`src/rtl/systolic_scheduler.sv`:
```
// ---------------------------------------------------------------------------
// systolic_scheduler
//
// Sequencing controller for an N x N output-stationary systolic multiplier
// whose PEs take 8-bit operands and keep 16-bit accumulators.
//
// A job goes through these states:
//   IDLE -> CLEAR -> FEED (3N-2 cycles) -> DRAIN -> DONE -> IDLE
//
// - IDLE:  a job (A and B) is accepted over a valid/ready handshake.
// - CLEAR: the array is cleared.
// - FEED:  skewed operands are driven onto the west and north edges.
// - DRAIN: the accumulator plane is captured.
// - DONE:  the result is held until the consumer takes it.
//
// Ports
//   i_clk        clock, all logic on the rising edge
//   i_arst       synchronous active-high reset
//   i_valid      job request (A/B buses valid)
//   o_ready      high only in IDLE
//   i_a_flat     matrix A, A[i][k] at [(i*N+k)*8 +: 8]
//   i_b_flat     matrix B, B[k][j] at [(k*N+j)*8 +: 8]
//   o_array_clr  clears PE accumulators and operand registers (CLEAR state)
//   o_row_a      west-edge operand for row i at [i*8 +: 8] (registered)
//   o_col_b      north-edge operand for column j at [j*8 +: 8] (registered)
//   i_c_flat     array accumulators, C[i][j] at [(i*N+j)*16 +: 16]
//   o_valid      result available (DONE state)
//   i_ready      consumer accepts result on o_valid && i_ready
//   o_result     captured C, same packing as i_c_flat
//   o_busy       high in every state except IDLE
// ---------------------------------------------------------------------------
module systolic_scheduler #(
  parameter int N = 4
) (
  input  logic                  i_clk,
  input  logic                  i_arst,
  input  logic                  i_valid,
  output logic                  o_ready,
  input  logic [N*N*8-1:0]      i_a_flat,
  input  logic [N*N*8-1:0]      i_b_flat,
  output logic                  o_array_clr,
  output logic [N*8-1:0]        o_row_a,
  output logic [N*8-1:0]        o_col_b,
  input  logic [N*N*16-1:0]     i_c_flat,
  output logic                  o_valid,
  input  logic                  i_ready,
  output logic [N*N*16-1:0]     o_result,
  output logic                  o_busy
);

  localparam int DATA_W = 8;
  localparam int ACC_W  = 16;
  localparam int MAT_W  = N * N * DATA_W;
  localparam int EDGE_W = N * DATA_W;
  localparam int RES_W  = N * N * ACC_W;

  // The feed index runs from 0 to 3N-3.
  // 3N-2 distinct values need $clog2(3N-2) bits.
  localparam int T_LAST = 3 * N - 3;
  localparam int T_W    = $clog2(3 * N - 2);

  typedef enum logic [2:0] {
    S_IDLE,
    S_CLEAR,
    S_FEED,
    S_DRAIN,
    S_DONE
  } state_t;

  state_t              state_q, state_d;
  logic [T_W-1:0]      t_q, t_d;
  logic [MAT_W-1:0]    a_q, a_d;
  logic [MAT_W-1:0]    b_q, b_d;
  logic [EDGE_W-1:0]   row_q, row_d;
  logic [EDGE_W-1:0]   col_q, col_d;
  logic [RES_W-1:0]    result_q, result_d;

  // West edge for feed index t.
  // Row i is delayed by i cycles, so it carries A[i][t-i] while that
  // column index is in range. Otherwise the row is zero.
  function automatic logic [EDGE_W-1:0] west_edge(input logic [MAT_W-1:0] a,
                                                  input int t);
    logic [EDGE_W-1:0] e;
    int k;
    e = '0;
    for (int i = 0; i < N; i++) begin
      k = t - i;
      if (k >= 0 && k < N) begin
        e[i*DATA_W +: DATA_W] = a[(i*N+k)*DATA_W +: DATA_W];
      end
    end
    return e;
  endfunction

  // North edge for feed index t.
  // Column j is delayed by j cycles, so it carries B[t-j][j] while that
  // row index is in range. Otherwise the column is zero.
  function automatic logic [EDGE_W-1:0] north_edge(input logic [MAT_W-1:0] b,
                                                   input int t);
    logic [EDGE_W-1:0] e;
    int k;
    e = '0;
    for (int j = 0; j < N; j++) begin
      k = t - j;
      if (k >= 0 && k < N) begin
        e[j*DATA_W +: DATA_W] = b[(k*N+j)*DATA_W +: DATA_W];
      end
    end
    return e;
  endfunction

  // Next-state logic.
  // The edge registers are loaded one cycle ahead: the values for feed
  // index t are computed while entering or advancing FEED. This way they
  // are on the outputs during FEED cycle t. Any cycle that is not heading
  // into a FEED cycle loads zeros.
  always_comb begin
    state_d  = state_q;
    t_d      = t_q;
    a_d      = a_q;
    b_d      = b_q;
    result_d = result_q;
    row_d    = '0;
    col_d    = '0;

    case (state_q)
      S_IDLE: begin
        if (i_valid) begin
          a_d     = i_a_flat;
          b_d     = i_b_flat;
          state_d = S_CLEAR;
        end
      end

      S_CLEAR: begin
        state_d = S_FEED;
        t_d     = '0;
        row_d   = west_edge(a_q, 0);
        col_d   = north_edge(b_q, 0);
      end

      S_FEED: begin
        if (t_q == T_W'(T_LAST)) begin
          // The counter holds at its last value; CLEAR re-zeroes it.
          state_d = S_DRAIN;
        end else begin
          t_d   = t_q + T_W'(1);
          row_d = west_edge(a_q, int'(t_d));
          col_d = north_edge(b_q, int'(t_d));
        end
      end

      S_DRAIN: begin
        // The last product entered the array at the end of the final FEED
        // cycle, so the accumulator plane is complete during this cycle.
        result_d = i_c_flat;
        state_d  = S_DONE;
      end

      S_DONE: begin
        if (i_ready) begin
          state_d = S_IDLE;
        end
      end

      default: begin
        state_d = S_IDLE;
      end
    endcase
  end

  // State register.
  // Reset clears every register, including the operand stores and the
  // result, so an aborted job leaves nothing visible behind.
  always_ff @(posedge i_clk) begin
    if (i_arst) begin
      state_q  <= S_IDLE;
      t_q      <= '0;
      a_q      <= '0;
      b_q      <= '0;
      row_q    <= '0;
      col_q    <= '0;
      result_q <= '0;
    end else begin
      state_q  <= state_d;
      t_q      <= t_d;
      a_q      <= a_d;
      b_q      <= b_d;
      row_q    <= row_d;
      col_q    <= col_d;
      result_q <= result_d;
    end
  end

  // Control outputs decoded from the state register.
  assign o_ready     = (state_q == S_IDLE);
  assign o_busy      = (state_q != S_IDLE);
  assign o_array_clr = (state_q == S_CLEAR);
  assign o_valid     = (state_q == S_DONE);

  assign o_row_a  = row_q;
  assign o_col_b  = col_q;
  assign o_result = result_q;

endmodule
```
`config.mk`:
```
export PLATFORM = sky130hd
export DESIGN_NAME = systolic_scheduler
export DESIGN_NICKNAME = d
export VERILOG_FILES = /design/src/rtl/systolic_scheduler.sv
export SDC_FILE = /design/constraint.sdc
export NUM_CORES = 1
export LEC_CHECK = 0
export BUFFER_PORTS_ARGS = -buffer_cell sky130_fd_sc_hd__buf_2
export CAP_MARGIN = 0
export CORE_AREA = 2 2 323 325
export DETAILED_ROUTE_END_ITERATION = 6
export DIE_AREA = 0 0 325 327
export SETUP_SLACK_MARGIN = 0.15
export SYNTH_ARGS = -nofsm -noshare
export SYNTH_HDL_FRONTEND = slang
export SYNTH_SLANG_ARGS = --single-unit
```
`constraint.sdc`:
```
create_clock -name i_clk -period 7.84 [get_ports i_clk]
set_input_delay 0 -clock i_clk [delete_from_list [all_inputs] [get_ports i_clk]]
set_output_delay 0 -clock i_clk [all_outputs]
set_load 0.01 [all_outputs]
```
==> results of run 1 <==
critical path: stages (launching register included):
cell and delay [ps]:
dfxtp_4 360, inv_1 440, ha_4 670, inv_1 500
ha_1 340, o21a_1 190, or4_1 520, and2_1 190
ha_1 610, buf_4 390, mux4_2 360, mux4_2 480
nor2b_1 140
state kept, by name (all words and copies together), names as in the netlist:
register	cells
o_result	256
t_q	4
state_q	3
o_row_a	32
o_col_b	32
a_q	128
b_q	128
per-layer routing:
| layer | up-vias | global-route usage [%] |
|---|---|---|
| li1 | 12100 | - |
| met1 | 12400 | 24.7 |
| met2 | 1247 | 30.7 |
| met3 | 261 | 5.35 |
| met4 | 4 | 7.61 |
| met5 | - | 0 |
cells by family after synthesis:
family / Yosys count
mux: 169
compound gates: 572
fa+ha+maj: 11
buf+inv: 240
flops: 583
simple gates: 1206
xor+xnor: 9
where the power goes:
part	internal [mW]	switching, mW
registers	3.14	0.190
logic	0.736	0.747
clock network	1.94	1.33
synth_stat cells, drive strengths merged (2+ instances only):
| cell type | n | area share (%) |
|---|---|---|
| a211oi | 8 | 0.25 |
| and3 | 2 | 0.052 |
| o21ai | 7 | 0.15 |
| mux2i | 25 | 1.0 |
| nand3 | 9 | 0.19 |
| nand2 | 1096 | 17 |
| inv | 12 | 0.19 |
| xnor2 | 5 | 0.26 |
| xor2 | 4 | 0.18 |
| or2 | 2 | 0.052 |
| nor2b | 42 | 1.2 |
| nor3b | 4 | 0.12 |
| or3b | 3 | 0.11 |
| dfxtp | 583 | 48 |
| a21oi | 525 | 11 |
| buf | 32 | 0.67 |
| mux4 | 144 | 13 |
| nand2b | 4 | 0.10 |
| a31oi | 2 | 0.052 |
| nand4 | 9 | 0.23 |
| or4 | 2 | 0.062 |
| a32oi | 16 | 0.58 |
| ha | 11 | 0.57 |
| nand3b | 2 | 0.062 |
| nor2 | 15 | 0.23 |
| clkinv | 2 | 0.031 |
| a32o | 8 | 0.33 |
| a21boi | 2 | 0.062 |
| nor3 | 10 | 0.21 |
| and2 | 3 | 0.078 |
| clkbuf | 194 | 3.0 |
stage by stage:
| stage | util, % | hold slack, ps | total power, mW | instance area [µm²] | std cells |
|---|---|---|---|---|---|
| after global routing | 36.8 | 140 | 8.42 | 37900 | 5549 |
| after floorplan | - | 136 | 4.12 | 24100 | 2790 |
| after CTS | 36.8 | 94.5 | 8.14 | 37800 | 5540 |
| final | 36.8 | 159 | 8.09 | 37900 | 5551 |
| after global placement | 28.6 | 239 | 4.58 | 29400 | 4808 |
| after detailed placement | 28.6 | 246 | 4.60 | 29400 | 4808 |
area by class of cell:
cell class | count | area (µm²) | area share [%]
clock buffers | 98 | 2030 | 5.36
multi-input cells | 1967 | 11600 | 30.5
flip-flops and latches | 583 | 11700 | 30.8
repair buffers | 1474 | 10500 | 27.8
clock inverters | 24 | 267 | 0.704
diodes | 11 | 27.5 | 0.0727
well taps | 1380 | 1730 | 4.56
inverters | 14 | 52.6 | 0.139
worst paths after layout:
| kind | start | to | slack (ps) |
|---|---|---|---|
| worst max-delay path | t_q[0] | o_row_a[28] | 2490 |
| worst min-delay path | i_a_flat[0] | a_q[0] | 160 |
| worst max register to register | t_q[0] | o_row_a[28] | 2490 |
| worst min register to register | o_result[231] | o_result[231] | 450 |
repair_timing:
action / 4_1_cts / 5_1_grt
hold endpoints to repair: 514 / 0
resized for setup: 0 / 0
hold buffers: 610 / 0
==> impl_metrics.json, run 1 <==
{
  "syn_area_per_cell_um2": 8.65,
  "cts_buffers": 70,
  "maxCapViolations": 0,
  "top_layer_used": "met5",
  "finalSetupViolations": 0,
  "design.die.area_um2": 106000,
  "fmax_ghz": 0.187,
  "synth-simple-area-share_pct": 19.8,
  "min_path_type": "in -> reg",
  "rows": 118,
  "grt_pass1_wl_um": 158000,
  "slew_headroom_pct": 29.6,
  "dp_slack_ps": 2490,
  "root_buffer": "clkbuf_16",
  "h-tree-depth": 3,
  "grt_usage_pct": 19.3,
  "wl_met3_um": 9520,
  "final_common_cell": "nand2_1",
  "cts_tree": "built",
  "met2_wirelength_um": 49300,
  "fin_nets": 4637,
  "die_h_um": 327,
  "syn_inst": 2790,
  "drc_errors": 0,
  "cp.arrival_ps": 5820,
  "synth_top_family_by_area": "simple AND/OR/NAND/NOR gates",
  "drt_wl_total_um": 108000,
  "synthFlopType": "dfxtp_1",
  "viasPerCell": 4.67,
  "p_per_area_nw_per_um2": 213,
  "clk-insertion-delay-late_ps": 620,
  "finalHoldViolCount": 0,
  "worstPathRequired_ps": 8300,
  "start_util_pct": 23.5,
  "die_x_um": 325,
  "synth.mux.area_fraction_pct": 14.5,
  "r2r_cells": 12,
  "wl_met1_um": 44900,
  "synthAdderAreaFrac_pct": 0.570,
  "crit_path_end_kind": "flip-flop",
  "crit_path_max_fanout": 46,
  "clockBufferDepth": 3,
  "ys_seq_area_share_pct": 48.3,
  "synth-compound-area-share_pct": 12.5,
  "hpwl_um": 76000,
  "grt_max_degree": 164,
  "start_kind": "flip-flop",
  "overflow": 0,
  "ys_types": 46,
  "gp_congestion": 0.888,
  "grt_pass1_vias": 25400,
  "tightest_slew_ps": 1050,
  "antenna_left": 0,
  "netlist_area_um2": 24100,
  "synth_edf_count": 0,
  "dr.first_iter.drc_count": 2290,
  "avgRoutedWirePerCell_um": 19.4,
  "area_growth_pct": 56.9,
  "via_count": 25900,
  "p_leak_nw": 15.6,
  "fin_skew_ps": 31.0,
  "rsz0062_at_grt": "no",
  "finalSetupTns_ps": 0,
  "core_um2": 103000,
  "min_period_ps": 5350,
  "grt_antenna_before_repair": 15,
  "fin_ws_ps": 2490,
  "synth_seq_cells": 583,
  "cts.clk_slew.worst_paths_ps": 60,
  "drive_gt1_share_pct": 27.3,
  "hold_depth": 4,
  "async_flop_share_pct": 0,
  "io_pins": 840,
  "status": "complete, no violations",
  "finalMaxSlewViolations": 0,
  "finalCritPeriodShare_pct": 68.3,
  "numClockSinks": 583,
  "syn_nets": 3317,
  "yosys.area_share.xor_xnor_pct": 0.435,
  "post-cts-setup-buffers": 0,
  "peakVddDrop_v": 0.000152,
  "io_buffers": 839,
  "yosysWarnings": 0,
  "final_cell_mix": "nand2_1 (1,095), buf_2 (838), dlygate4sd3_1 (610), dfxtp_1 (582), a21oi_1 (525)",
  "drt_first_pass_iters": 7,
  "fillers": 10200,
  "worstSetupPathType": "reg -> reg"
}
No activity file was read; power rests on OpenSTA's default activity.
==> run 2, diff against run 1 <==
CORE_AREA = 2 2 324 326   (was 2 2 323 325)
DIE_AREA = 0 0 326 328   (was 0 0 325 327)
clock period = 4.75 ns   (was 7.84 ns; I/O delays follow)
==> impl_metrics.json, run 2 (synthesized netlist as in run 1, its figures left out) <==
{
  "status": "complete, no violations",
  "avgRoutedWirePerCell_um": 19.5,
  "grt_usage_pct": 19.3,
  "dr.first_iter.drc_count": 2490,
  "maxCapViolations": 0,
  "crit_path_start": "t_q[1]",
  "dpl_cell_area_um2": 29600,
  "fin_area_um2": 37900,
  "worstPathRequired_ps": 5260,
  "clockBufferDepth": 3,
  "grt_antenna_before_repair": 22,
  "finalHoldViolCount": 0,
  "design.die.area_um2": 107000,
  "dp.cells": 4822,
  "gp_congestion": 0.913,
  "core_um2": 103000,
  "ctsResizeCount": 0,
  "cts_buffers": 69,
  "drt_wl_total_um": 108000,
  "cp_slowest_cell": "dfxtp_1",
  "grt_pass1_wl_um": 158000,
  "crit_chain": "ha_1 > xor2_2 > inv_2 > ha_1 > o21a_1 > or4_1 > and2_1 > ha_1 > buf_4 > mux4_2 > mux4_2 > nor2b_1",
  "fmax_ghz": 0.236,
  "worstReg2RegStart": "t_q[1]",
  "cts_tree": "built",
  "numClockSinks": 583,
  "cp.arrival_ps": 4760,
  "viasPerCell": 4.68,
  "critical_path_buf_inv_count": 2,
  "finalCritPeriodShare_pct": 89.4,
  "instances_no_fill": 5552,
  "final_cell_mix": "nand2_1 (1,095), buf_2 (838), dlygate4sd3_1 (594), dfxtp_1 (582), a21oi_1 (525)",
  "hold_end": "a_q[95]",
  "hold_buffers": 594,
  "min_period_ps": 4240,
  "cts.clk_slew.worst_paths_ps": 60,
  "p_switching_mw": 3.79,
  "finalSetupViolations": 0,
  "p_int_mw": 9.75,
  "hold_start": "i_a_flat[95]",
  "root_buffer": "clkbuf_16",
  "min_path_type": "in -> reg",
  "start_util_pct": 23.4,
  "slew_headroom_pct": 21.5,
  "r2r_setup_slack_ps": 510,
  "tightest_slew_ps": 1180,
  "rsz0062_at_grt": "no",
  "largest_reg_flops": 256,
  "clockPowerShare_pct": 41.2,
  "hpwl_um": 75700,
  "via_count": 26000,
  "peakVddDrop_v": 0.000295,
  "finalSetupTns_ps": 0,
  "finalMaxSlewViolations": 0,
  "p_per_area_nw_per_um2": 357,
  "die_h_um": 328,
  "worstSetupPathType": "reg -> reg",
  "hold_depth": 4,
  "drc_errors": 0,
  "path_common_cell": "ha_1",
  "fillers": 10200,
  "drive_gt1_share_pct": 27.7,
  "drt_first_pass_iters": 6,
  "area_growth_pct": 57.2,
  "post-cts-setup-buffers": 0,
  "pwr-share-comb_pct": 18.2,
  "clk-insertion-delay-late_ps": 630,
  "r2r_cells": 12,
  "max_stage_delay_ps": 560,
  "rows": 118,
  "final_common_cell": "nand2_1",
  "overflow": 0,
  "p_leak_nw": 15.7,
  "die_x_um": 326,
  "fin_nets": 4634,
  "grt_max_degree": 198,
  "swShare_pct": 28.0,
  "grt_pass1_vias": 26000,
  "reg2reg_to": "o_row_a[31]",
  "h-tree-depth": 3,
  "cp_top_family": "adder cells",
  "crit_path_max_fanout": 17,
  "fin_skew_ps": 22.4,
  "power_frac_seq_pct": 40.6,
  "io_pins": 840,
  "crit_path_end_kind": "flip-flop",
  "start_kind": "flip-flop",
  "io_buffers": 839,
  "antenna_left": 0
}
[run 2: changes by cell type in the layout (fill, tap and decap cells not counted), sizes merged]
cell / previous run / this run
buf: 864 / 878
clkbuf: 98 / 95
bufinv: 4 / 7
dlygate4sd3: 610 / 594
clkinvlp: 3 / 1
diode: 11 / 13
clkinv: 13 / 16
[run 2: tightest hold or removal path, cell delays in order]
cell and delay [ps]:
dlygate4sd3_1 530, buf_2 120, nand2_1 40, a21oi_1 50
[run 2: power groups by stage]
| stage | Combinational [mW] | Sequential, mW | Clock (mW) |
|---|---|---|---|
| finish | 2.46 | 5.50 | 5.58 |
| CTS | 2.44 | 5.48 | 5.72 |
| global placement | 2.00 | 5.58 | 0 |
| detailed placement | 2.03 | 5.59 | 0 |
| global route | 2.67 | 5.52 | 5.90 |
| floorplan | 1.34 | 5.46 | 0 |
[run 2: final cells by class]
class	count	area, µm²	area share [%]
tap	1380	1730	4.55
clock buffer	95	2010	5.29
multi-input combinational	1967	11600	30.5
timing repair buffer	1472	10500	27.8
inverter	14	52.6	0.138
antenna	13	32.5	0.0857
clock inverter	28	363	0.956
sequential	583	11700	30.8
[run 2: worst max path at each step]
stage | slack [ps] | cells past startpoint | endpoint
floorplan | 160 | 17 | o_row_a[24]
global placement | 620 | 12 | o_row_a[31]
detailed placement | 580 | 12 | o_row_a[31]
CTS | 550 | 12 | o_row_a[31]
global route | 300 | 12 | o_row_a[31]
finish | 510 | 12 | o_row_a[31]
[run 2: per-stage QoR]
step | worst slack (ps) | power (mW) | util (%) | hold WS [ps]
3_5_place_dp | 579 | 7.62 | 28.7 | 245
6_report | 506 | 13.5 | 36.8 | 164
2_1_floorplan | 158 | 6.80 | - | 136
3_3_place_gp | 619 | 7.59 | 28.7 | 239
5_1_grt | 300 | 14.1 | 36.8 | 135
4_1_cts | 552 | 13.6 | 36.7 | 74.4
[run 2: metal layers]
| metal | up-vias | track usage, % | wire [µm] |
|---|---|---|---|
| li1 | 12100 | - | - |
| met1 | 12300 | 24.1 | 44300 |
| met2 | 1288 | 30.5 | 49500 |
| met3 | 311 | 6.23 | 10300 |
| met4 | 18 | 8.38 | 4310 |
| met5 | - | 0 | 116 |
==> run 3, diff against run 2 <==
ABC_AREA = 1   (was not set)
CORE_AREA = 2 2 327 329   (was 2 2 324 326)
DIE_AREA = 0 0 329 331   (was 0 0 326 328)
PLACE_DENSITY_LB_ADDON = 0.3   (was not set)
SKIP_LAST_GASP = 1   (was not set)
==> impl_metrics.json, run 3 <==
{
  "die_h_um": 331,
  "start_kind": "flip-flop",
  "syn_area_per_cell_um2": 6.90,
  "reg2reg_to": "o_col_b[20]",
  "cp_top_family": "buffers and inverters",
  "synth_seq_cells": 583,
  "crit_chain": "clkinv_2 > ha_4 > buf_4 > nand2_1 > nand2_1 > nand2_4 > inv_2 > ha_1 > a21boi_0 > ha_1 > nand3_1 > nor2_1 > nand2_1 > nor2_1",
  "grt_pass1_vias": 28600,
  "final_cell_mix": "buf_2 (838), nand2_1 (781), nor2_1 (600), dfxtp_1 (582), dlygate4sd3_1 (525)",
  "seqCellArea_um2": 11700,
  "cts_buffers": 74,
  "swShare_pct": 34.8,
  "gp_congestion": 0.940,
  "r2r_cells": 14,
  "min_period_ps": 3730,
  "p_int_mw": 10.2,
  "p_switching_mw": 5.42,
  "fmax_ghz": 0.268,
  "overflow": 0,
  "synthFlopType": "dfxtp_1",
  "r2r_setup_slack_ps": 1020,
  "core_um2": 105000,
  "max_stage_delay_ps": 790,
  "drc_errors": 4,
  "synth_top_cell_by_area": "dfxtp_1",
  "path_depth": 14,
  "h-tree-depth": 3,
  "wl_met3_um": 10700,
  "worstSetupPathType": "reg -> reg",
  "dp_slack_ps": 976,
  "top_layer_used": "met5",
  "critical_path_buf_inv_count": 3,
  "synth_most_common_cell": "nand2_1",
  "status": "finished with violations",
  "drt_wl_total_um": 139000,
  "violations": "DRC",
  "drive_gt1_share_pct": 21.0,
  "via_count": 29600,
  "rsz0062_at_grt": "no",
  "post-cts-setup-buffers": 0,
  "finalHoldViolCount": 0,
  "grt_pass1_wl_um": 195000,
  "cp_slowest_cell": "buf_4",
  "finalMaxSlewViolations": 0,
  "worstPathRequired_ps": 5330,
  "met2_wirelength_um": 64700,
  "yosys-top-cells-count": "nand2_1 (782), nor2_1 (600), dfxtp_1 (583), o21ai_0 (508), a21oi_1 (316)",
  "start_util_pct": 24.0,
  "drt_first_pass_iters": 7,
  "pwr-share-comb_pct": 26.6,
  "cts_tree": "built",
  "netlist_area_um2": 25200,
  "cts.clk_slew.worst_paths_ps": 60,
  "crit_path_start": "t_q[0]",
  "dpl_cell_area_um2": 30200,
  "min_path_type": "in -> reg",
  "fin_skew_ps": 58.6,
  "fin_area_um2": 38100,
  "syn_nets": 4178,
  "ys_types": 31,
  "final_common_cell": "buf_2",
  "syn_inst": 3651,
  "worstReg2RegStart": "t_q[0]",
  "crit_path_end_kind": "flip-flop",
  "clk-insertion-delay-late_ps": 660,
  "fin_nets": 5370,
  "io_pins": 840,
  "clockPowerShare_pct": 38.6,
  "io_buffers": 839,
  "p_per_area_nw_per_um2": 409,
  "path_common_cell": "nand2_1",
  "ctsResizeCount": 0,
  "ys_seq_area_share_pct": 46.4,
  "viasPerCell": 4.68,
  "p_leak_nw": 17.9,
  "area_growth_pct": 51.4,
  "design.die.area_um2": 109000,
  "grt_antenna_before_repair": 43,
  "numClockSinks": 583,
  "wl_met1_um": 56800,
  "peakVddDrop_v": 0.000276,
  "finalSetupTns_ps": 0,
  "finalSetupViolations": 0,
  "async_flop_share_pct": 0,
  "maxCapViolations": 0,
  "endpoint": "o_col_b[20]",
  "fin_ws_ps": 1020,
  "grt_max_degree": 248,
  "root_buffer": "clkbuf_16",
  "cp.arrival_ps": 4300,
  "hpwl_um": 104000,
  "slew_headroom_pct": 30.0,
  "dr.first_iter.drc_count": 2587,
  "finalCritPeriodShare_pct": 78.5,
  "tightest_slew_ps": 1050,
  "power_frac_seq_pct": 34.8,
  "grt_usage_pct": 24.4,
  "synth_top_area_share_pct": 46.4,
  "multi_input_area_um2": 11400,
  "avgRoutedWirePerCell_um": 22.0,
  "synth_edf_count": 0,
  "yosysWarnings": 0,
  "fillers": 11300,
  "largest_reg_flops": 256,
  "rows": 119,
  "antenna_left": 0,
  "clockBufferDepth": 3,
  "synthTopCellsByArea": "dfxtp_1 (46%), nand2_1 (12%), o21ai_0 (10%), nor2_1 (8.9%), a21oi_1 (6.3%)",
  "crit_path_max_fanout": 84,
  "die_x_um": 329,
  "power_mw": 15.6
}
-- run 3: cell count changes in the layout (fill, tap and decap cells not counted), moves of 25 or more --
cell / before / now
a21oi_1: 525 / 316
nor2_1: 15 / 600
nand3_1: 9 / 251
nand2_1: 1095 / 781
o21ai_0: 6 / 508
mux4_2: 144 / 0
o21ai_1: 1 / 30
mux2i_1: 25 / 0
dlygate4sd3_1: 594 / 525
inv_1: 11 / 211
nor2b_1: 34 / 0
-- run 3: through the flow --
step,hold WS [ps],utilization [%],std cells
4_1_cts,31.3,36.2,6293
2_1_floorplan,135,-,3651
5_1_grt,71.5,36.3,6304
3_5_place_dp,226,28.7,5632
6_report,91.5,36.3,6317
3_3_place_gp,221,28.7,5632
-- run 3: cells by family (layout without fill, tap and decap cells) --
logic type	Yosys count	in the layout	synth area share, %
DFF	583	583	46.4
AOI/OAI and AO/OA	894	894	18.1
buffers and inverters	499	1751	8.46
adders and majority gates	11	11	0.547
and+or+nand+nor	1662	1662	26.5
other	0	23	0
xor gates and xnor gates	2	2	0.129
-- run 3: metal layers --
layer	vias to the layer above	global-route usage (%)
met5	-	0
met4	38	9.98
met3	274	6.13
met2	1133	40.5
met1	13900	30.0
li1	14200	-
-- run 3: worst min-delay path by stage --
stage	startpoint	end	slack [ps]	cells after the start
2_1_floorplan	i_c_flat[216]	o_result[216]	130	2
3_3_place_gp	i_c_flat[125]	o_result[125]	220	3
3_5_place_dp	i_c_flat[131]	o_result[131]	230	3
4_1_cts	i_c_flat[118]	o_result[118]	30	4
5_1_grt	i_c_flat[173]	o_result[173]	70	4
6_report	i_c_flat[153]	o_result[153]	90	4
-- run 3: final cells by class --
class	instances	share of cell area [%]
Sequential cell	583	30.6
Antenna cell	23	0.151
Clock inverter	32	1.20
Timing Repair Buffer	1392	25.6
Tap cell	1391	4.57
Multi-Input combinational cell	2569	30.0
Clock buffer	104	5.63
Inverter	223	2.24
-- run 3: worst min-delay path, cell delays in order --
cell	delay, ps
dlygate4sd3_1	520
buf_2	90
nor2_1	30
nor2_1	80
-- run 3: power by group through the flow --
| stage | registers [mW] | logic, mW | clock network, mW |
|---|---|---|---|
| 2_1_floorplan | 5.51 | 2.33 | 0 |
| 3_3_place_gp | 5.51 | 3.73 | 0 |
| 3_5_place_dp | 5.52 | 3.73 | 0 |
| 4_1_cts | 5.42 | 4.11 | 6.15 |
| 5_1_grt | 5.46 | 4.53 | 6.37 |
| 6_report | 5.42 | 4.14 | 6.01 |
-- run 3: timing repair --
action | CTS | global route
endpoints found under the hold margin | 521 | 0
hold buffers | 525 | 0
setup endpoints to repair | 0 | 0
